[config.mk]
export PLATFORM = sky130hd
export DESIGN_NAME = vending_controller
export DESIGN_NICKNAME = d
export VERILOG_FILES = /design/src/rtl/vending_controller.sv
export SDC_FILE = /design/constraint.sdc
export NUM_CORES = 1
export LEC_CHECK = 0
export ABC_CLOCK_PERIOD_IN_PS = 3600
export CORE_MARGIN = 2
export CORE_UTILIZATION = 50
export DETAILED_ROUTE_END_ITERATION = 12
export GPL_TIMING_DRIVEN = 1
export MAX_ROUTING_LAYER = met4
export PLACE_DENSITY = 0.76
export SLEW_MARGIN = 0
export SYNTH_ARGS = -nofsm -noshare
export SYNTH_HDL_FRONTEND = slang
export SYNTH_SLANG_ARGS = --single-unit
export TNS_END_PERCENT = 30
[constraint.sdc]
create_clock -name sys_clk -period 3.6 [get_ports sys_clk]
set_input_delay 0.72 -clock sys_clk [delete_from_list [all_inputs] [get_ports sys_clk]]
set_output_delay 0.72 -clock sys_clk [all_outputs]
set_load 0.02 [all_outputs]
[src/rtl/vending_controller.sv]
// vending_controller
//   Vending transaction controller with NUM_CH money channels and a
//   NUM_GOODS price table. It handles goods selection, money accumulation
//   with overflow rejection, inactivity auto-cancel, and req/ack handshakes
//   toward the dispenser and the change payout mechanism.
//
// Ports
//   sys_clk       in   system clock, rising edge
//   sys_rst_n     in   asynchronous active-low reset
//   money_pulse   in   [NUM_CH]  one-cycle insert pulses, one bit per channel
//   key_goods     in   advance goods selection (IDLE only)
//   key_confirm   in   confirm selection, IDLE -> PAY
//   key_cancel    in   abort purchase (PAY only)
//   dispense_ack  in   dispenser delivered goods
//   change_ack    in   payout mechanism returned change_money
//   goods_sel     out  selected goods index
//   need_money    out  price of goods_sel
//   input_money   out  accumulated inserted money
//   change_money  out  amount to return
//   state         out  IDLE=0, PAY=1, DISPENSE=2, CHANGE=3
//   dispense_req  out  request to dispense goods_sel
//   change_req    out  request to pay out change_money
//   money_reject  out  one-cycle pulse, insert dropped on overflow
module vending_controller #(
  parameter int NUM_CH    = 5,
  parameter int MONEY_W   = 8,
  parameter logic [NUM_CH*MONEY_W-1:0] CH_VALUES = {8'd50, 8'd20, 8'd10, 8'd5, 8'd1},
  parameter int NUM_GOODS = 4,
  parameter logic [NUM_GOODS*MONEY_W-1:0] PRICES = {8'd25, 8'd12, 8'd7, 8'd3},
  parameter int TIMEOUT   = 1_000_000,
  localparam int GW       = $clog2(NUM_GOODS),
  localparam int TW       = $clog2(TIMEOUT)
) (
  input  logic                 sys_clk,
  input  logic                 sys_rst_n,
  input  logic [NUM_CH-1:0]    money_pulse,
  input  logic                 key_goods,
  input  logic                 key_confirm,
  input  logic                 key_cancel,
  input  logic                 dispense_ack,
  input  logic                 change_ack,
  output logic [GW-1:0]        goods_sel,
  output logic [MONEY_W-1:0]   need_money,
  output logic [MONEY_W-1:0]   input_money,
  output logic [MONEY_W-1:0]   change_money,
  output logic [1:0]           state,
  output logic                 dispense_req,
  output logic                 change_req,
  output logic                 money_reject
);

  typedef enum logic [1:0] {
    S_IDLE     = 2'd0,
    S_PAY      = 2'd1,
    S_DISPENSE = 2'd2,
    S_CHANGE   = 2'd3
  } state_e;

  localparam int SW = MONEY_W + 3;  // per-cycle insert sum
  localparam int AW = MONEY_W + 4;  // accumulator + sum, room for carry

  state_e             state_q;
  logic [GW-1:0]      sel_q;
  logic [MONEY_W-1:0] need_q, in_q, chg_q;
  logic               dreq_q, creq_q, rej_q;
  logic [TW-1:0]      tmr_q;

  function automatic logic [MONEY_W-1:0] price(input logic [GW-1:0] g);
    return PRICES[MONEY_W*g +: MONEY_W];
  endfunction

  // Per-channel gated amounts, summed below.
  logic [NUM_CH-1:0][SW-1:0] ch_amt;
  for (genvar i = 0; i < NUM_CH; i++) begin : g_ch
    assign ch_amt[i] = money_pulse[i] ? SW'(CH_VALUES[MONEY_W*i +: MONEY_W]) : '0;
  end

  logic [SW-1:0]      sum;
  logic [AW-1:0]      total;
  logic               ovf, any_money, tmo;
  logic [MONEY_W-1:0] in_new;
  logic [GW-1:0]      sel_nxt;

  always_comb begin
    sum = '0;
    for (int i = 0; i < NUM_CH; i++) sum = sum + ch_amt[i];
    total     = AW'(in_q) + AW'(sum);
    // Anything above the MONEY_W range drops the whole cycle's insert.
    ovf       = |total[AW-1:MONEY_W];
    in_new    = ovf ? in_q : total[MONEY_W-1:0];
    any_money = |money_pulse;
    // Money activity in the same cycle restarts the idle window instead.
    tmo       = !any_money && (tmr_q == TW'(TIMEOUT - 1));
    sel_nxt   = (sel_q == GW'(NUM_GOODS - 1)) ? '0 : sel_q + GW'(1);
  end

  always_ff @(posedge sys_clk or negedge sys_rst_n) begin
    if (!sys_rst_n) begin
      state_q <= S_IDLE;
      sel_q   <= '0;
      need_q  <= price('0);
      in_q    <= '0;
      chg_q   <= '0;
      dreq_q  <= 1'b0;
      creq_q  <= 1'b0;
      rej_q   <= 1'b0;
      tmr_q   <= '0;
    end else begin
      rej_q <= 1'b0;
      case (state_q)
        S_IDLE: begin
          // Confirm outranks a same-cycle selection change.
          if (key_confirm) begin
            state_q <= S_PAY;
            in_q    <= '0;
            chg_q   <= '0;
            tmr_q   <= '0;
          end else if (key_goods) begin
            sel_q  <= sel_nxt;
            need_q <= price(sel_nxt);
          end
        end
        S_PAY: begin
          tmr_q <= any_money ? '0 : tmr_q + TW'(1);
          rej_q <= ovf;
          in_q  <= in_new;
          // Cancel/timeout outrank reaching the price; refund includes
          // money accepted this same cycle.
          if (key_cancel || tmo) begin
            if (in_new != '0) begin
              state_q <= S_CHANGE;
              chg_q   <= in_new;
              creq_q  <= 1'b1;
            end else begin
              state_q <= S_IDLE;
              in_q    <= '0;
              chg_q   <= '0;
            end
          end else if (in_new >= need_q) begin
            state_q <= S_DISPENSE;
            dreq_q  <= 1'b1;
          end
        end
        S_DISPENSE: begin
          if (dreq_q && dispense_ack) begin
            dreq_q <= 1'b0;
            if (in_q != need_q) begin
              state_q <= S_CHANGE;
              chg_q   <= in_q - need_q;
              creq_q  <= 1'b1;
            end else begin
              state_q <= S_IDLE;
              in_q    <= '0;
              chg_q   <= '0;
            end
          end
        end
        S_CHANGE: begin
          if (creq_q && change_ack) begin
            creq_q  <= 1'b0;
            state_q <= S_IDLE;
            in_q    <= '0;
            chg_q   <= '0;
          end
        end
        default: state_q <= S_IDLE;
      endcase
    end
  end

  assign goods_sel    = sel_q;
  assign need_money   = need_q;
  assign input_money  = in_q;
  assign change_money = chg_q;
  assign state        = state_q;
  assign dispense_req = dreq_q;
  assign change_req   = creq_q;
  assign money_reject = rej_q;

endmodule

==> key figures, run 1 <==
Flow run
  – Maxcap violations: 0

Final layout
  – Area grow syn2layout: 28.6%
  – N_diodes: 0
  – Fraction of layout cells with a size suffix above 1: 20.4%
  – Final Cell Area: 4380 um2
  – Fill cells: 561
  – Nets@finish: 496
  – Post-Layout Cell Count: 532

Pwr
  – Total power: 3560 uW
  – Comb pwr share: 66.8%
  – Leakage: 0.00199 uW
  – P per Cell Area: 814 nW/um2
  – Sw Ratio: 44.9%
  – Int Pwr: 1960 uW
  – Share of power burned in registers: 21.2%
  – VDD IR max: 0.000631 V
  – Clk pwr share: 12.0%
  – Psw: 1600 uW

Clocking
  – Longest Clk Path Bufs: 2
  – Sink Count: 47
  – Root buffer cell: clkbuf_8
  – H-Tree Depth: 2
  – Clk pin slew, worst setup/hold paths: 0.09 ns
  – CTS tree: yes
  – CTS buffer count: 5
  – Worst skew pair latency: 0.32 ns
  – Hold buffers post-CTS: 0

STA
  – Tcrit/Tclk final: 104%
  – FMAX: 267 MHz
  – Fin. max-slew vios: 0
  – Clock Skews: 0.00815 ns
  – Crit path time final: 3.74 ns
  – Final setup margin: -0.139 ns
  – Final hold vios: 0
  – Final Setup Violations: 3
  – RSZ-0062 raised after global routing: true
  – Slew HR: 29.9%
  – Slew at the pin closest to its max-slew limit: 1.05 ns

Yosys
  – #FFs+latches synth: 47
  – Post-synth EDFFs: 0
  – Main synth FF type: dfrtp_1
  – Yosys Warn Count: 0
  – Seq/Total Area, Yosys: 34.6%
  – Yosys cell types: 70
  – Asr flop ratio synth: 100%
  – Syn avg cell area: 9.22 um2
  – Mapped cell area: 3400 um2
  – Syn Inst Count: 369

Setup path
  – CP Launch Type: input pin
  – Critical Path AT: 3.94 ns
  – CP delay by family, top: compound AO/OA/AOI/OAI gates
  – CP Cell Sequence: buf_8 > fa_2 > ha_4 > a211o_4 > a211oi_4 > nor2_4 > mux2_4 > ha_4 > o21ai_2 > o21ai_1 > o211ai_1 > nand3b_1 > a21oi_2 > a311o_1
  – CP max stage cell: fa_2
  – Cell mode on critical path: ha_4
  – CP bufs+invs: 1
  – Crit end category: flip-flop
  – Crit-path max FO: 6
  – CP Class: input pin to flip-flop
  – Slowest stage delay, CP: 0.61 ns
  – Critical Path RT: 3.80 ns

Placed design
  – Count of buffers from port buffering: 39
  – Placed Cells: 521
  – Post-DP HPWL: 6710 um
  – Final Wtd Congestion: 0.940
  – Placed cell areas: 4160 um2

Global route
  – Total GRT Usage: 26.3%
  – First-pass GRT wire length: 15000 um
  – Largest net degree at the start of global routing: 48
  – Gr ovfl total: 0
  – Number of global-route vias before repair: 3010
  – Initial antenna violation count: 0

Routing
  – Post-DR vias/cell: 5.93
  – First-pass detailed-route iteration total: 6
  – Vias after detailed routing: 3155
  – WL per Instance: 17.3 um
  – Total Routed Length: 9190 um
  – DRC Markers: 0
  – Detail Route Antenna Nets: 0
  – DR iter-0 viols: 346

Floorplan
  – DIE AREA: 7480 um2
  – Initial Util: 50.9%
  – Total core area: 6680 um2
  – Die W: 86.5 um
  – Row count: 30
  – Die height: 86.5 um
  – Top-level port count: 43

Status
  – Failing checks: negative setup slack
  – Status: finished, violations left

Hold path
  – Worst Hold Class: flip-flop to flip-flop
[power by group through the flow]
stage               combinational [uW]  clock [uW]  sequential (uW)
floorplan                         1250           0              871
finish                            2380         428              754
global route                      2570         458              770
detailed placement                2190           0              760
CTS                               2300         433              754
global placement                  2120           0              758
[worst min-delay path: stages, from the launching register on]
cell and delay [ns]:
dfrtp_1 0.36, nand2_1 0.05, o21ai_1 0.06
[synth_stat cells, types with 5 or more instances]
library cell  instances  area, um2
a21oi_1              10       50.1
a22oi_1               5       37.5
and3_1                6       37.5
clkbuf_1              7       26.3
dfrtp_1              45       1130
fa_1                  6        120
ha_1                 27        338
inv_1                27        101
mux2_2                7       78.8
mux2i_1               8       80.1
nand2_1              36        135
nand3_1               5       25.0
nand4_1               8       50.1
nor2_1               24       90.1
nor2b_1               6       37.5
nor3_1                7       35.0
nor4_1                6       37.5
o21a_1                6       45.0
o21ai_0              20        100
o21ai_1              20        100
xor2_1                8       70.1
[final timing paths]
check | from | to | slack, ns | cells past startpoint
max reg2reg | input_money[2] | dispense_req | -0.04 | 13
max | money_pulse[3] | dispense_req | -0.14 | 14
max in group asynchronous | sys_rst_n | need_money[2] | 2.36 | 1
min | change_money[7] | change_money[7] | 0.50 | 2
min in group asynchronous | sys_rst_n | tmr_q[16] | 0.58 | 1
min reg2reg | change_money[7] | change_money[7] | 0.50 | 2
[per-layer routing]
| layer | global-route usage [%] | up-vias | wire length, um |
|---|---|---|---|
| li1 | - | 1504 | - |
| met1 | 37.8 | 1513 | 4160 |
| met2 | 38.1 | 120 | 4210 |
| met3 | 4.19 | 18 | 610 |
| met4 | 8.81 | 0 | 205 |
| met5 | - | - | 0 |
[sequential cells by signal, indices dropped and copies added, names as in the netlist]
signal and count:
input_money 8, change_req 1, tmr_q 20, dispense_req 1, goods_sel 1, state 2, change_money 8, money_reject 1
need_money 5
[cells in the final DEF (no fill, tap or decap), types with 9 or more instances in the layout]
| master | instances |
|---|---|
| nor2_1 | 24 |
| ha_1 | 23 |
| o21ai_1 | 21 |
| a21oi_1 | 9 |
| buf_4 | 46 |
| dfrtp_1 | 45 |
| clkdlybuf4s50_1 | 33 |
| nand2_1 | 36 |
| inv_1 | 27 |
| o21ai_0 | 18 |
[final cells by class]
| type | instances | area, um2 | area share, % |
|---|---|---|---|
| well taps | 80 | 100 | 2.29 |
| multi-input cells | 285 | 2150 | 49.1 |
| clock inverters | 2 | 38.8 | 0.886 |
| clock buffers | 6 | 82.6 | 1.89 |
| flip-flops and latches | 47 | 1180 | 26.9 |
| repair buffers | 85 | 726 | 16.6 |
| inverters | 27 | 101 | 2.32 |
[metrics by stage]
stage / hold WS [ns] / worst slack, ns / util, % / setup TNS [ns]
2_1_floorplan: 0.424 / -0.138 / - / -0.337
3_3_place_gp: 0.474 / -0.663 / 62.3 / -3.16
3_5_place_dp: 0.479 / -0.830 / 62.3 / -4.23
4_1_cts: 0.501 / -0.0947 / 65.1 / -0.149
5_1_grt: 0.516 / -0.180 / 65.5 / -0.512
6_report: 0.497 / -0.139 / 65.5 / -0.366
[timing repair]
item                       CTS  global route
setup buffers                2             1
pin swaps                   16            16
setup endpoints to repair    4             4
gates cloned                 0             0
gates resized for setup     26            10
[logic make-up (layout without fill, tap and decap cells)]
logic type                 Yosys count  count (layout)  share of synthesized area [%]
xor gates and xnor gates            11              11                           2.83
buffers and inverters               39             120                           4.96
adders and majority gates           33              33                           13.5
AOI/OAI and AO/OA                  103             103                           20.5
other                                1               3                          0.110
DFF                                 47              47                           34.6
and+or+nand+nor                    119             119                           18.5
muxes                               16              16                           5.00
Power figures use the tool's default switching activity.
==> run 2, diff against run 1 <==
- CTS_BUF_LIST: not set -> sky130_fd_sc_hd__clkbuf_8
==> results of run 2 <==
The final DEF is identical to that of run 1; final timing and power are the same.
==> run 3, diff against run 2 <==
- SLEW_MARGIN: 0 -> 40
==> key figures, run 3 (synthesis results as in run 1) <==
Status
  – Status: finished, violations left
  – Failing checks: negative setup slack

Global route
  – Initial antenna violation count: 0
  – Total GRT Usage: 26.2%
  – Number of global-route vias before repair: 3002
  – Largest net degree at the start of global routing: 48
  – Gr ovfl total: 0
  – First-pass GRT wire length: 15000 um

Setup path
  – Crit end category: flip-flop
  – CP Launch Type: input pin
  – Critical Path RT: 3.80 ns
  – Critical Path AT: 3.91 ns
  – Crit-path max FO: 6
  – CP Class: input pin to flip-flop
  – R2R depth: 13

STA
  – Worst hold slack: 0.400 ns
  – Crit path time final: 3.71 ns
  – Fin. max-slew vios: 0
  – RSZ-0062 raised after global routing: true
  – Tcrit/Tclk final: 103%
  – Slew at the pin closest to its max-slew limit: 0.603 ns
  – Final hold vios: 0
  – Clock Skews: 0.00832 ns
  – Final setup margin: -0.112 ns
  – Final Setup Violations: 3
  – Slew HR: 59.8%
  – FMAX: 269 MHz

Final layout
  – Fraction of layout cells with a size suffix above 1: 20.7%
  – Area grow syn2layout: 29.4%
  – Most frequent cells in the layout: 49 x buf_4, 45 x dfrtp_1, 36 x nand2_1
  – Most flops, register: tmr_q
  – Fill cells: 559
  – Max reg flops: 20
  – Nets@finish: 498
  – N_diodes: 0
  – Post-Layout Cell Count: 534
  – Most common cell after layout, fill and taps aside: buf_4

Placed design
  – Placed Cells: 521
  – Pre-CTS setup slack: -0.830 ns
  – Final Wtd Congestion: 0.940
  – Post-DP HPWL: 6690 um
  – Count of buffers from port buffering: 39

Routing
  – Vias after detailed routing: 3185
  – DRC Markers: 0
  – First-pass detailed-route iteration total: 5
  – Detail Route Antenna Nets: 0
  – WL per Instance: 17.1 um
  – Total Routed Length: 9130 um
  – DR iter-0 viols: 233
  – Post-DR vias/cell: 5.96

Floorplan
  – Die height: 86.5 um
  – Initial Util: 50.9%
  – DIE AREA: 7480 um2
  – Total core area: 6680 um2
  – Row count: 30
  – Top-level port count: 43
  – Die W: 86.5 um

Pwr
  – VDD IR max: 0.000650 V
  – Leakage: 0.00200 uW
  – Total power: 3550 uW
  – P per Cell Area: 806 nW/um2

Clocking
  – H-Tree Depth: 2
  – CTS buffer count: 5
  – Sink Count: 47
  – Longest Clk Path Bufs: 2
  – Root buffer cell: clkbuf_8
  – CTS tree: yes
  – Clk pin slew, worst setup/hold paths: 0.10 ns
  – Worst skew pair latency: 0.31 ns

Flow run
  – Maxcap violations: 0

Hold path
  – Worst Hold Class: input pin to async pin
[run 3: stage by stage]
stage / TNS (ns) / instance area, um2 / util [%]
after floorplan: -0.337 / 3420 / -
after global placement: -3.16 / 4160 / 62.3
after detailed placement: -4.24 / 4170 / 62.4
after CTS: -0.140 / 4350 / 65.1
after global routing: -0.473 / 4410 / 65.9
final: -0.289 / 4410 / 65.9
[run 3: path summary, 6_finish.rpt]
kind | startpoint | endpoint | slack [ns]
max | money_pulse[3] | dispense_req | -0.11
min | sys_rst_n | tmr_q[17] | 0.40
max reg2reg | input_money[2] | dispense_req | -0.01
min reg2reg | change_money[4] | change_money[4] | 0.50
max in group asynchronous | sys_rst_n | tmr_q[0] | 2.78
min in group sys_clk | change_money[4] | change_money[4] | 0.50
[run 3: repair_timing]
action,4_1_cts,5_1_grt
gates resized for setup,26,10
setup endpoints to repair,4,4
pin swaps,14,16
hold buffers,0,0
endpoints found under the hold margin,0,0
buffers inserted,3,2
[run 3: metal layers]
metal  up-vias  part of all wire [%]  GRT usage (%)
met1      1541                    46           37.7
met2       127                    45           37.8
met4         0                   2.4           8.24
met5         -                     0              -
met3        22                   6.5           4.38
li1       1495                     -              -
[run 3: cell type report]
type	count	area (um2)	share of cell area, %
sequential	47	1180	26.8
timing repair buffer	87	749	17.0
clock inverter	2	38.8	0.880
inverter	27	101	2.30
clock buffer	6	82.6	1.87
multi-input combinational	285	2150	48.9
tap	80	100	2.27
[run 3: worst max-delay path, stage by stage]
cell	delay, ns
buf_8	0.10
fa_2	0.60
ha_4	0.22
a211o_4	0.35
a211oi_4	0.31
nor2_4	0.11
mux2_4	0.33
ha_4	0.27
o21ai_2	0.06
o21ai_1	0.13
o211ai_1	0.11
nand3b_1	0.22
a21oi_2	0.08
a311o_1	0.28
[run 3: power breakdown]
group          leakage (uW)  switching [uW]  internal [uW]
Combinational       0.00132            1280           1090
Clock             0.0000618             195            229
Sequential         0.000621             110            646
Total               0.00200            1590           1970
